$ cat config.mk
export PLATFORM = sky130hd
export DESIGN_NAME = spi_burst_ctrl_flat
export DESIGN_NICKNAME = d
export VERILOG_FILES = /design/src/rtl/spi_burst_ctrl_pkg.sv /design/src/rtl/spi_burst_ctrl_if.sv /design/src/rtl/spi_sync_fifo.sv /design/src/rtl/spi_burst_ctrl.sv /design/src/flat_wrapper.sv
export SDC_FILE = /design/constraint.sdc
export NUM_CORES = 1
export LEC_CHECK = 0
export ABC_AREA = 1
export BUFFER_PORTS_ARGS = -buffer_cell sky130_fd_sc_hd__buf_2
export CAP_MARGIN = 20
export CELL_PAD_IN_SITES_DETAIL_PLACEMENT = 0
export CELL_PAD_IN_SITES_GLOBAL_PLACEMENT = 1
export CORE_MARGIN = 1.5
export CORE_UTILIZATION = 40
export CTS_CLUSTER_DIAMETER = 100
export CTS_CLUSTER_SIZE = 12
export DETAILED_ROUTE_END_ITERATION = 10
export HOLD_SLACK_MARGIN = 0.12
export PLACE_DENSITY = 0.76
export SYNTH_ARGS = -nofsm -noshare
export SYNTH_HDL_FRONTEND = slang
export SYNTH_HIERARCHICAL = 1
export SYNTH_SLANG_ARGS = --single-unit
$ cat constraint.sdc
create_clock -name clk_i -period 3.1 [get_ports clk_i]
set_clock_uncertainty 0.15 [all_clocks]
set_input_delay 0.31 -clock clk_i [delete_from_list [all_inputs] [get_ports clk_i]]
set_output_delay 0.31 -clock clk_i [all_outputs]
set_load 0.05 [all_outputs]
$ cat src/rtl/spi_burst_ctrl_pkg.sv
`default_nettype none
// ============================================================================
// Module   : spi_burst_pkg
// Brief    : Shared types and defaults for the SPI burst controller.
// Revision : 1.0 - initial release
// ============================================================================
package spi_burst_pkg;

  localparam int unsigned C_DATA_WIDTH = 8;
  localparam int unsigned C_FIFO_DEPTH = 8;

  typedef enum logic [2:0] {
    IDLE  = 3'd0,
    SETUP = 3'd1,
    ISSUE = 3'd2,
    WAIT  = 3'd3,
    HOLD  = 3'd4
  } state_e;

  // TX FIFO entry layout at the default byte width: last flag above the data.
  typedef struct packed {
    logic                    last;
    logic [C_DATA_WIDTH-1:0] data;
  } tx_entry_t;

endpackage
`default_nettype wire

$ cat src/rtl/spi_burst_ctrl_if.sv
`default_nettype none
// ============================================================================
// Module   : spi_burst_ctrl_if
// Brief    : Host-side FIFO handshakes plus SPI-master handshake of the burst controller.
// Revision : 1.0 - initial release
// ============================================================================
interface spi_burst_ctrl_if #(
  parameter int unsigned DATA_WIDTH = 8
);

  logic [DATA_WIDTH-1:0] tx_data_i;
  logic                  tx_last_i;
  logic                  tx_valid_i;
  logic                  tx_ready_o;
  logic [DATA_WIDTH-1:0] rx_data_o;
  logic                  rx_valid_o;
  logic                  rx_ready_i;
  logic [DATA_WIDTH-1:0] spi_din_o;
  logic                  spi_start_o;
  logic [DATA_WIDTH-1:0] spi_dout_i;
  logic                  spi_done_tick_i;
  logic                  spi_ready_i;
  logic                  cs_n_o;
  logic                  busy_o;

  // The controller side.
  modport master (
    input  tx_data_i, tx_last_i, tx_valid_i, rx_ready_i,
    input  spi_dout_i, spi_done_tick_i, spi_ready_i,
    output tx_ready_o, rx_data_o, rx_valid_o,
    output spi_din_o, spi_start_o, cs_n_o, busy_o
  );

  // The host / SPI master side.
  modport slave (
    output tx_data_i, tx_last_i, tx_valid_i, rx_ready_i,
    output spi_dout_i, spi_done_tick_i, spi_ready_i,
    input  tx_ready_o, rx_data_o, rx_valid_o,
    input  spi_din_o, spi_start_o, cs_n_o, busy_o
  );

endinterface
`default_nettype wire

$ cat src/rtl/spi_sync_fifo.sv
`default_nettype none
// ============================================================================
// Module   : spi_sync_fifo
// Brief    : Show-ahead synchronous FIFO with count-based full/empty flags.
// Revision : 1.0 - initial release
// ============================================================================
module spi_sync_fifo #(
  parameter int unsigned WIDTH = 8,
  parameter int unsigned DEPTH = 8
) (
  input  wire logic             clk_i,
  input  wire logic             rst_i,
  input  wire logic             wr_en_i,
  input  wire logic [WIDTH-1:0] wr_data_i,
  input  wire logic             rd_en_i,
  output logic      [WIDTH-1:0] rd_data_o,
  output logic                  full_o,
  output logic                  empty_o
);

  localparam int unsigned C_AW = (DEPTH < 2) ? 1 : $clog2(DEPTH);
  localparam int unsigned C_CW = C_AW + 1;
  localparam logic [C_CW-1:0] C_FULL = C_CW'(DEPTH);

  logic [WIDTH-1:0] r_mem [DEPTH];
  logic [C_AW-1:0]  r_wr_ptr;
  logic [C_AW-1:0]  r_rd_ptr;
  logic [C_CW-1:0]  r_count;
  logic             w_wr;
  logic             w_rd;

  // Flags come from the registered count, so a write while full is dropped
  // even when a read happens in the same cycle.
  assign full_o    = (r_count == C_FULL);
  assign empty_o   = (r_count == '0);
  assign w_wr      = wr_en_i && !full_o;
  assign w_rd      = rd_en_i && !empty_o;
  assign rd_data_o = r_mem[r_rd_ptr];

  always_ff @(posedge clk_i) begin
    if (w_wr) begin
      r_mem[r_wr_ptr] <= wr_data_i;
    end
  end

  always_ff @(posedge clk_i or posedge rst_i) begin
    if (rst_i) begin
      r_wr_ptr <= '0;
      r_rd_ptr <= '0;
      r_count  <= '0;
    end else begin
      if (w_wr) begin
        r_wr_ptr <= r_wr_ptr + 1'b1;
      end
      if (w_rd) begin
        r_rd_ptr <= r_rd_ptr + 1'b1;
      end
      case ({w_wr, w_rd})
        2'b10:   r_count <= r_count + 1'b1;
        2'b01:   r_count <= r_count - 1'b1;
        default: r_count <= r_count;
      endcase
    end
  end

endmodule
`default_nettype wire

$ cat src/rtl/spi_burst_ctrl.sv
`default_nettype none
// ============================================================================
// Module   : spi_burst_ctrl
// Brief    : Feeds buffered TX bytes to a byte SPI master, collects RX bytes,
//            and frames each burst with chip select plus setup/hold spacing.
// Revision : 1.0 - initial release
// ============================================================================
module spi_burst_ctrl
  import spi_burst_pkg::*;
#(
  parameter int unsigned DATA_WIDTH      = C_DATA_WIDTH,
  parameter int unsigned FIFO_DEPTH      = C_FIFO_DEPTH,
  parameter int unsigned CS_SETUP_CYCLES = 2,
  parameter int unsigned CS_HOLD_CYCLES  = 2
) (
  input  wire logic       clk_i,
  input  wire logic       rst_i,
  spi_burst_ctrl_if.master bus
);

  localparam int unsigned C_CNT_MAX = (CS_SETUP_CYCLES > CS_HOLD_CYCLES) ?
                                      CS_SETUP_CYCLES : CS_HOLD_CYCLES;
  localparam int unsigned C_CNT_W   = (C_CNT_MAX < 2) ? 1 : $clog2(C_CNT_MAX + 1);
  localparam logic [C_CNT_W-1:0] C_SETUP = C_CNT_W'(CS_SETUP_CYCLES);
  localparam logic [C_CNT_W-1:0] C_HOLD  = C_CNT_W'(CS_HOLD_CYCLES);

  state_e                r_state;
  logic [C_CNT_W-1:0]    r_cnt;
  logic                  r_last;
  logic                  r_cs_n;
  logic                  r_start;
  logic [DATA_WIDTH-1:0] r_din;
  logic                  r_busy;

  logic [DATA_WIDTH:0]   w_tx_head;
  logic                  w_tx_full;
  logic                  w_tx_empty;
  logic                  w_tx_pop;
  logic                  w_rx_full;
  logic                  w_rx_empty;
  logic                  w_rx_push;
  logic                  w_issue_ok;

  spi_sync_fifo #(
    .WIDTH (DATA_WIDTH + 1),
    .DEPTH (FIFO_DEPTH)
  ) u_tx_fifo (
    .clk_i     (clk_i),
    .rst_i     (rst_i),
    .wr_en_i   (bus.tx_valid_i),
    .wr_data_i ({bus.tx_last_i, bus.tx_data_i}),
    .rd_en_i   (w_tx_pop),
    .rd_data_o (w_tx_head),
    .full_o    (w_tx_full),
    .empty_o   (w_tx_empty)
  );

  spi_sync_fifo #(
    .WIDTH (DATA_WIDTH),
    .DEPTH (FIFO_DEPTH)
  ) u_rx_fifo (
    .clk_i     (clk_i),
    .rst_i     (rst_i),
    .wr_en_i   (w_rx_push),
    .wr_data_i (bus.spi_dout_i),
    .rd_en_i   (bus.rx_ready_i),
    .rd_data_o (bus.rx_data_o),
    .full_o    (w_rx_full),
    .empty_o   (w_rx_empty)
  );

  // Never start a byte whose reply would have nowhere to land.
  assign w_issue_ok = !w_tx_empty && bus.spi_ready_i && !w_rx_full;
  assign w_tx_pop   = (r_state == ISSUE) && w_issue_ok;
  assign w_rx_push  = (r_state == WAIT) && bus.spi_done_tick_i;

  assign bus.tx_ready_o  = !w_tx_full;
  assign bus.rx_valid_o  = !w_rx_empty;
  assign bus.spi_din_o   = r_din;
  assign bus.spi_start_o = r_start;
  assign bus.cs_n_o      = r_cs_n;
  assign bus.busy_o      = r_busy;

  always_ff @(posedge clk_i or posedge rst_i) begin
    if (rst_i) begin
      r_state <= IDLE;
      r_cnt   <= '0;
      r_last  <= 1'b0;
      r_cs_n  <= 1'b1;
      r_start <= 1'b0;
      r_din   <= '0;
      r_busy  <= 1'b0;
    end else begin
      r_start <= 1'b0;
      case (r_state)
        IDLE: begin
          if (!w_tx_empty) begin
            r_cs_n  <= 1'b0;
            r_cnt   <= C_SETUP;
            r_busy  <= 1'b1;
            r_state <= SETUP;
          end
        end
        SETUP: begin
          if (r_cnt == '0) begin
            r_state <= ISSUE;
          end else begin
            r_cnt <= r_cnt - 1'b1;
          end
        end
        ISSUE: begin
          // Stalls here with cs_n held low on TX underrun or RX backpressure.
          if (w_issue_ok) begin
            r_din   <= w_tx_head[DATA_WIDTH-1:0];
            r_last  <= w_tx_head[DATA_WIDTH];
            r_start <= 1'b1;
            r_state <= WAIT;
          end
        end
        WAIT: begin
          if (bus.spi_done_tick_i) begin
            if (r_last) begin
              r_cnt   <= C_HOLD;
              r_state <= HOLD;
            end else begin
              r_state <= ISSUE;
            end
          end
        end
        HOLD: begin
          if (r_cnt == '0) begin
            r_cs_n  <= 1'b1;
            r_busy  <= 1'b0;
            r_state <= IDLE;
          end else begin
            r_cnt <= r_cnt - 1'b1;
          end
        end
        default: begin
          r_cs_n  <= 1'b1;
          r_busy  <= 1'b0;
          r_state <= IDLE;
        end
      endcase
    end
  end

endmodule
`default_nettype wire

$ cat src/flat_wrapper.sv
// flat-port wrapper written by rule: the top's interface ports become plain ports
module spi_burst_ctrl_flat import spi_burst_pkg::*;
#(
  parameter int unsigned DATA_WIDTH      = C_DATA_WIDTH,
  parameter int unsigned FIFO_DEPTH      = C_FIFO_DEPTH,
  parameter int unsigned CS_SETUP_CYCLES = 2,
  parameter int unsigned CS_HOLD_CYCLES  = 2
)
  (clk_i, rst_i, bus_tx_data_i, bus_tx_last_i, bus_tx_valid_i, bus_rx_ready_i, bus_spi_dout_i, bus_spi_done_tick_i, bus_spi_ready_i, bus_tx_ready_o, bus_rx_data_o, bus_rx_valid_o, bus_spi_din_o, bus_spi_start_o, bus_cs_n_o, bus_busy_o);
  spi_burst_ctrl_if #(.DATA_WIDTH(DATA_WIDTH)) bus_i ();
  input  wire logic clk_i;
  input  wire logic rst_i;
  input wire logic [$bits(bus_i.tx_data_i)-1:0] bus_tx_data_i;
  input wire logic [$bits(bus_i.tx_last_i)-1:0] bus_tx_last_i;
  input wire logic [$bits(bus_i.tx_valid_i)-1:0] bus_tx_valid_i;
  input wire logic [$bits(bus_i.rx_ready_i)-1:0] bus_rx_ready_i;
  input wire logic [$bits(bus_i.spi_dout_i)-1:0] bus_spi_dout_i;
  input wire logic [$bits(bus_i.spi_done_tick_i)-1:0] bus_spi_done_tick_i;
  input wire logic [$bits(bus_i.spi_ready_i)-1:0] bus_spi_ready_i;
  output wire logic [$bits(bus_i.tx_ready_o)-1:0] bus_tx_ready_o;
  output wire logic [$bits(bus_i.rx_data_o)-1:0] bus_rx_data_o;
  output wire logic [$bits(bus_i.rx_valid_o)-1:0] bus_rx_valid_o;
  output wire logic [$bits(bus_i.spi_din_o)-1:0] bus_spi_din_o;
  output wire logic [$bits(bus_i.spi_start_o)-1:0] bus_spi_start_o;
  output wire logic [$bits(bus_i.cs_n_o)-1:0] bus_cs_n_o;
  output wire logic [$bits(bus_i.busy_o)-1:0] bus_busy_o;
  assign bus_i.tx_data_i = bus_tx_data_i;
  assign bus_i.tx_last_i = bus_tx_last_i;
  assign bus_i.tx_valid_i = bus_tx_valid_i;
  assign bus_i.rx_ready_i = bus_rx_ready_i;
  assign bus_i.spi_dout_i = bus_spi_dout_i;
  assign bus_i.spi_done_tick_i = bus_spi_done_tick_i;
  assign bus_i.spi_ready_i = bus_spi_ready_i;
  assign bus_tx_ready_o = bus_i.tx_ready_o;
  assign bus_rx_data_o = bus_i.rx_data_o;
  assign bus_rx_valid_o = bus_i.rx_valid_o;
  assign bus_spi_din_o = bus_i.spi_din_o;
  assign bus_spi_start_o = bus_i.spi_start_o;
  assign bus_cs_n_o = bus_i.cs_n_o;
  assign bus_busy_o = bus_i.busy_o;
  spi_burst_ctrl #(.DATA_WIDTH(DATA_WIDTH), .FIFO_DEPTH(FIFO_DEPTH), .CS_SETUP_CYCLES(CS_SETUP_CYCLES), .CS_HOLD_CYCLES(CS_HOLD_CYCLES)) u_core (.clk_i(clk_i), .rst_i(rst_i), .bus(bus_i));
endmodule
==> metrics.csv, run 1 <==
stage;metric;value;unit
synth;top post-synthesis cells by count;nand2_1 (316), nor2_1 (148), edfxtp_1 (136);
clock_tree;PostCTS Resize Cnt;0;
global_routing;grt ovf;0;
floorplan;Initial Util;41.04;%
worst_hold_path;worst min path class;input port to register;
clock_tree;# H-tree levels;4;
timing;crit path time final;2.643;ns
critical_path;CP Class;register to register;
global_routing;first-pass GRT wire length;25650;um
drt;antenna viol nets, final;0;
drt;Routed WL;15940;um
timing;actual slew at the worst max-slew pin;0.8306;ns
clock_tree;Clock transition at path regs;0.07;ns
critical_path;crit path DAT;2.82;ns
clock_tree;number of buffers created by CTS;17;
synth;Mean Syn Cell Area;9.286;um2
drt;DRC viols;0;
timing;Final Max Tran Viols;0;
status;status;completed;
clock_tree;CTS root buf;clkbuf_16;
timing;Max Clock Freq;0.3784;GHz
synth;Synth area leaders;edfxtp_1 (51%), nand2_1 (15%), dfrtp_1 (11%);
placement;IO Port Bufs;43;
synth;Post-synth top flop;edfxtp_1;
timing;Hold Vio Cnt, Final;0;
critical_path;CP startpoint kind;register;
floorplan;Die Wd;144.5;um
final_layout;antenna diode count;0;
floorplan;core area;0.01953;mm2
synth;number of flops mapped to enable cells by yosys;136;
synth;Yosys reg bits;173;
critical_path;most used cell along the critical path;nand2_1;
timing;Final Setup Violations;0;
global_routing;largest net degree at the start of global routing;65;
final_layout;Final nets;977;
synth;asr flop ratio synth;21.39;%
final_layout;share of layout cells above drive strength 1;11.44;%
timing;RSZ-0062 raised after global routing;no;
global_routing;total track usage;16.59;%
critical_path;CP required;3.27;ns
synth;Ys Warns;6;
synth;Yosys top cell by area;edfxtp_1;
synth;Syn Inst Count;863;
run;max-cap violations;0;
synth;Post-Synthesis Net Count;899;
final_layout;Multi-input gate area;0.002336;mm2
synth;library cells used by synthesis;28;
critical_path;CP top delay family;simple AND/OR/NAND/NOR gates;
synth;most common cell in the netlist;nand2_1;
pwr;Worst IR Drop VDD;0.4712;mV
placement;dpl cell area;0.008533;mm2
drt;First-pass DRT Iterations;5;
final_layout;Fill cells;1930;
floorplan;I/O pin total;44;
final_layout;Area Growth Syn to Fin;15.78;%
drt;Routed wire per std cell;13.09;um
timing;hold slack;0.1687;ns
drt;DR vias/cell;4.395;
critical_path;Crit-path slowest cell;dfrtp_1;
global_routing;initial antenna violation count;0;
synth;Synth top area share;50.96;%
critical_path;CP endpoint kind;register;
placement;GPL Wtd Cong;0.7981;
drt;DR iter-0 viols;323;
timing;setup TNS;0;ns
floorplan;row cnt;51;
clock_tree;Post-CTS Setup Bufs;0;
clock_tree;Clock Sink Count;173;
critical_path;worst-path fanout max;5;
synth;sequential fraction of the synthesis area;62.53;%
clock_tree;# hold bufs at CTS;20;
timing;fin crit share;85.24;%
pwr;cell area power density;936.5;mW/mm2
critical_path;worst-path cell chain;nor2_2, nand3_1, inv_1, inv_1, nand3b_1, or2_1, inv_2, nand2_1, inv_1, ha_1, ha_1, or2_2, nand2_1, nand2_1, nand3_1, nand2_1;
critical_path;Crit path largest cell delay;0.42;ns
floorplan;Die Y;144.5;um
critical_path;CP bufs+invs;4;
timing;headroom to the max-slew limit;44.20;%
final_layout;design area;0.009279;mm2
clock_tree;Clock Path Buffers;2;
synth;post-synthesis cell area;0.008014;mm2
drt;vias;5353;
clock_tree;Worst-Skew Late Latency;0.43;ns
floorplan;Die ar.;0.02089;mm2
placement;Post-DP HPWL;10300;um
final_layout;Reg area;0.005014;mm2
pwr;leakage power figure;4.267;nW
clock_tree;CTS tree;built;
global_routing;vias in the first global route;4993;
layout by cell type, fill, tap and decap left out, types with 8 or more instances in the layout:
cell	Yosys	layout
nand2_1	316	316
nor2_1	148	148
edfxtp_1	136	136
inv_1	112	112
buf_2	8	43
dfrtp_1	36	34
buf_4	5	21
dlygate4sd3_1	0	20
nor3_1	18	18
clkbuf_16	0	17
o21ai_0	13	13
nand3_1	12	12
ha_1	11	11
xnor2_1	8	8
final cells by class:
type,count,area share (%)
sequential,173,54.03
multi-input combinational,546,25.18
timing repair buffer,86,6.607
inverter,117,4.733
clock buffer,17,4.585
tap,265,3.573
clock inverter,14,1.294
worst reg2reg max path, cell delays in order, from the launching register on:
cell and delay, ns:
dfrtp_1 0.42, nor2_2 0.15, nand3_1 0.10, inv_1 0.08
inv_1 0.05, nand3b_1 0.09, or2_1 0.14, inv_2 0.04
nand2_1 0.14, inv_1 0.08, ha_1 0.23, ha_1 0.32
or2_2 0.31, nand2_1 0.07, nand2_1 0.04, nand3_1 0.06
nand2_1 0.04
per-stage QoR:
step | utilization, % | setup WS [ns] | total power, mW | instances
after global routing | 47.52 | 0.1460 | 9.375 | 1218
after detailed placement | 43.70 | 0.4491 | 6.761 | 1167
after floorplan | - | 0.4314 | 5.997 | 863
final | 47.52 | 0.4575 | 8.690 | 1218
after global placement | 43.70 | 0.4902 | 6.748 | 1167
after CTS | 47.52 | 0.4322 | 8.786 | 1218
layer usage:
metal	up-vias	wire [um]	track usage (%)
li1	2827	-	-
met1	2420	7632	21.81
met2	83	7452	27.37
met3	23	606	3.510
met4	0	252	5.582
met5	-	0	0
report_power, final:
group	leakage (nW)	switching [mW]	total, mW	internal (mW)
Clock	0.267	0.886	1.99	1.10
Sequential	1.68	0.329	3.24	2.91
Combinational	2.32	2.38	3.47	1.09
registers in the layout, indices dropped and copies added, names as in the netlist:
signal and cells:
u_core/u_tx_fifo/r_wr_ptr 3, u_core/u_tx_fifo/r_count 4, u_core/bus.spi_start_o 1, u_core/u_tx_fifo/r_rd_ptr 3, u_core/r_last 1, u_core/bus.busy_o 1
u_core/bus.cs_n_o 1, u_core/bus.spi_din_o 8, u_core/u_rx_fifo/r_rd_ptr 3, u_core/u_tx_fifo/r_mem 72, u_core/r_cnt 2, u_core/u_rx_fifo/r_count 4
u_core/u_rx_fifo/r_wr_ptr 3, u_core/r_state 3, u_core/u_rx_fifo/r_mem 64
cells by family after synthesis:
kind of cell	count (synthesis)	share of synthesized area [%]
adders and majority gates	13	2.217
and+or+nand+nor	506	24.65
AOI/OAI and AO/OA	15	0.9679
DFF	173	62.53
xor gates and xnor gates	12	1.311
buffers and inverters	144	8.322
path summary, 6_finish.rpt:
check                                                        start                                  endpoint  slack [ns]  cells after the start
min reg2reg                            u_core/r_cnt[1]$_DFFE_PP0P_               u_core/r_cnt[1]$_DFFE_PP0P_        0.35                      2
min in group asynchronous                                    rst_i  u_core/u_tx_fifo/r_rd_ptr[2]$_DFFE_PP0P_        0.29                      3
min                                            bus_spi_done_tick_i  u_core/u_rx_fifo/r_wr_ptr[1]$_DFFE_PP0P_        0.17                      5
max reg2reg                u_core/u_tx_fifo/r_count[0]$_DFFE_PP0P_   u_core/u_tx_fifo/r_count[3]$_DFFE_PP0P_        0.46                     16
max                        u_core/u_tx_fifo/r_count[0]$_DFFE_PP0P_   u_core/u_tx_fifo/r_count[3]$_DFFE_PP0P_        0.46                     16
max in group asynchronous                                    rst_i       u_core/bus.spi_din_o[7]$_DFFE_PP0P_        1.90                      3
(Power assumes the default switching activity.)
==> inputs of run 2 (changes only) <==
--- a/config.mk
+++ b/config.mk
@@ -11,12 +11,12 @@
 export CELL_PAD_IN_SITES_DETAIL_PLACEMENT = 0
 export CELL_PAD_IN_SITES_GLOBAL_PLACEMENT = 1
 export CORE_MARGIN = 1.5
-export CORE_UTILIZATION = 40
+export CORE_UTILIZATION = 47
 export CTS_CLUSTER_DIAMETER = 100
 export CTS_CLUSTER_SIZE = 12
 export DETAILED_ROUTE_END_ITERATION = 10
 export HOLD_SLACK_MARGIN = 0.12
-export PLACE_DENSITY = 0.76
+export PLACE_DENSITY = 0.86
 export SYNTH_ARGS = -nofsm -noshare
 export SYNTH_HDL_FRONTEND = slang
 export SYNTH_HIERARCHICAL = 1
==> metrics.csv, run 2 (synthesis results as in run 1) <==
stage;metric;value;unit
placement;dpl cell area;0.008457;mm2
timing;setup TNS;0;ns
worst_hold_path;worst min path class;input port to register;
pwr;Pwr Total;8.871;mW
placement;GPL Wtd Cong;0.8048;
placement;Post-DP HPWL;10020;um
drt;Routed wire per std cell;13.05;um
global_routing;vias in the first global route;5049;
critical_path;CP Class;register to register;
pwr;leakage power figure;4.296;nW
critical_path;worst-path cell chain;nor2_2, nand3_1, inv_1, inv_1, nand3b_1, or2_4, inv_2, nand2_2, inv_1, ha_1, ha_1, or2_2, nand2_1, nand2_1, nand3_1, nand2_1;
floorplan;Initial Util;48.15;%
final_layout;antenna diode count;0;
critical_path;worst-path fanout max;12;
final_layout;max reg flops;72;
clock_tree;Post-CTS Setup Bufs;0;
drt;DRC viols;0;
drt;DR iter-0 viols;308;
placement;Setup WS pre-CTS;0.1165;ns
final_layout;most common cell after layout, fill and taps aside;nand2_1;
global_routing;largest net degree at the start of global routing;41;
floorplan;Die Wd;133.6;um
global_routing;total track usage;18.51;%
global_routing;routing usage on met1;23.50;%
critical_path;CP bufs+invs;4;
timing;Max Clock Freq;0.3542;GHz
global_routing;grt ovf;0;
floorplan;Die ar.;0.01784;mm2
global_routing;gr busiest metal;met2;
clock_tree;CTS root buf;clkbuf_16;
placement;IO Port Bufs;43;
timing;fin crit share;91.08;%
clock_tree;Clock Sink Count;173;
timing;Final Max Tran Viols;0;
critical_path;CP required;3.27;ns
drt;First-pass DRT Iterations;5;
timing;Final Setup Violations;0;
floorplan;row cnt;47;
global_routing;met2 usage;32.38;%
timing;actual slew at the worst max-slew pin;0.6860;ns
drt;DR vias/cell;4.569;
critical_path;CP endpoint kind;register;
critical_path;Crit-path slowest cell;dfrtp_1;
drt;Routed WL;15310;um
pwr;cell area power density;955.7;mW/mm2
drt;vias;5360;
critical_path;crit path DAT;2.99;ns
timing;headroom to the max-slew limit;54.22;%
floorplan;Die Y;133.6;um
global_routing;initial antenna violation count;0;
final_layout;Area Growth Syn to Fin;15.82;%
pwr;Worst IR Drop VDD;0.6925;mV
clock_tree;number of buffers created by CTS;17;
clock_tree;Clock Path Buffers;2;
timing;Setup WS post-layout;0.2766;ns
global_routing;met3 usage;3.691;%
final_layout;share of layout cells above drive strength 1;11.75;%
final_layout;commonest non-fill, non-tap cells in the layout;nand2_1 (315), nor2_1 (148), edfxtp_1 (136);
status;status;completed;
critical_path;CP startpoint kind;register;
clock_tree;Worst-Skew Late Latency;0.42;ns
floorplan;I/O pin total;44;
critical_path;CP top delay family;simple AND/OR/NAND/NOR gates;
final_layout;Final nets;976;
drt;antenna viol nets, final;0;
floorplan;core area;0.01664;mm2
run;max-cap violations;0;
timing;Hold Vio Cnt, Final;0;
clock_tree;# H-tree levels;4;
timing;crit path time final;2.823;ns
critical_path;Crit path largest cell delay;0.42;ns
final_layout;Biggest register;u_core/u_tx_fifo/r_mem;
final_layout;design area;0.009281;mm2
global_routing;first-pass GRT wire length;25200;um
clock_tree;CTS tree;built;
clock_tree;Clock transition at path regs;0.06;ns
## run 2: cell count changes in the layout (fill, tap and decap cells not counted)
cell	change
buf_12	-1
bufinv_16	+3
clkbuf_1	+1
clkinv_1	-2
clkinv_2	+1
clkinv_4	-1
inv_6	-1
nand2_1	-1
nand2_2	+1
or2_1	-1
or2_4	+1
## run 2: timing repair
item	4_1_cts	5_1_grt
hold endpoints to repair	176	0
resized for setup	0	2
hold buffers	20	0
endpoints found under the setup margin	0	3
## run 2: through the flow
step           std cells  hold WS [ns]  util, %
2_1_floorplan        863     0.0001782        -
6_report            1173        0.1612    55.77
3_5_place_dp        1121        0.1988    50.82
5_1_grt             1173        0.1918    55.77
4_1_cts             1173        0.1446    55.74
3_3_place_gp        1121        0.1877    50.82
## run 2: final timing paths
path                       slack (ns)                                     from                                       end  depth (start not counted)
setup / recovery                 0.28  u_core/u_tx_fifo/r_count[0]$_DFFE_PP0P_   u_core/u_tx_fifo/r_count[3]$_DFFE_PP0P_                         16
hold / removal                   0.16                      bus_spi_done_tick_i  u_core/u_rx_fifo/r_wr_ptr[1]$_DFFE_PP0P_                          5
setup reg to reg                 0.28  u_core/u_tx_fifo/r_count[0]$_DFFE_PP0P_   u_core/u_tx_fifo/r_count[3]$_DFFE_PP0P_                         16
hold reg to reg                  0.34      u_core/bus.spi_din_o[1]$_DFFE_PP0P_       u_core/bus.spi_din_o[1]$_DFFE_PP0P_                          2
max in group asynchronous        1.93                                    rst_i       u_core/bus.spi_din_o[7]$_DFFE_PP0P_                          3
min in group asynchronous        0.30                                    rst_i  u_core/u_rx_fifo/r_wr_ptr[0]$_DFFE_PP0P_                          3
## run 2: metal layers
metal	wire, um	up-vias
met3	392	23
met1	7030	2447
met2	7698	66
li1	-	2824
met5	0	-
met4	189	0
## run 2: cell type report
| class | count | area [um2] |
|---|---|---|
| Fill cell | 1475 | 7361 |
| Timing Repair Buffer | 85 | 593.1 |
| Sequential cell | 173 | 5014 |
| Clock inverter | 14 | 190.2 |
| Multi-Input combinational cell | 546 | 2341 |
| Tap cell | 220 | 275.3 |
| Inverter | 117 | 439.2 |
| Clock buffer | 18 | 429.2 |
## run 2: power by group
group / total [mW] / switching (mW) / leakage, nW / internal, mW
Combinational: 3.40 / 2.33 / 2.31 / 1.07
Sequential: 3.27 / 0.360 / 1.68 / 2.91
Clock: 2.20 / 0.850 / 0.302 / 1.35
Total: 8.87 / 3.54 / 4.30 / 5.33
## run 2: worst min-delay path, cell delays in order
cell	delay [ns]
buf_2	0.09
inv_1	0.09
nor2_1	0.08
nand3_1	0.07
nand2_1	0.05
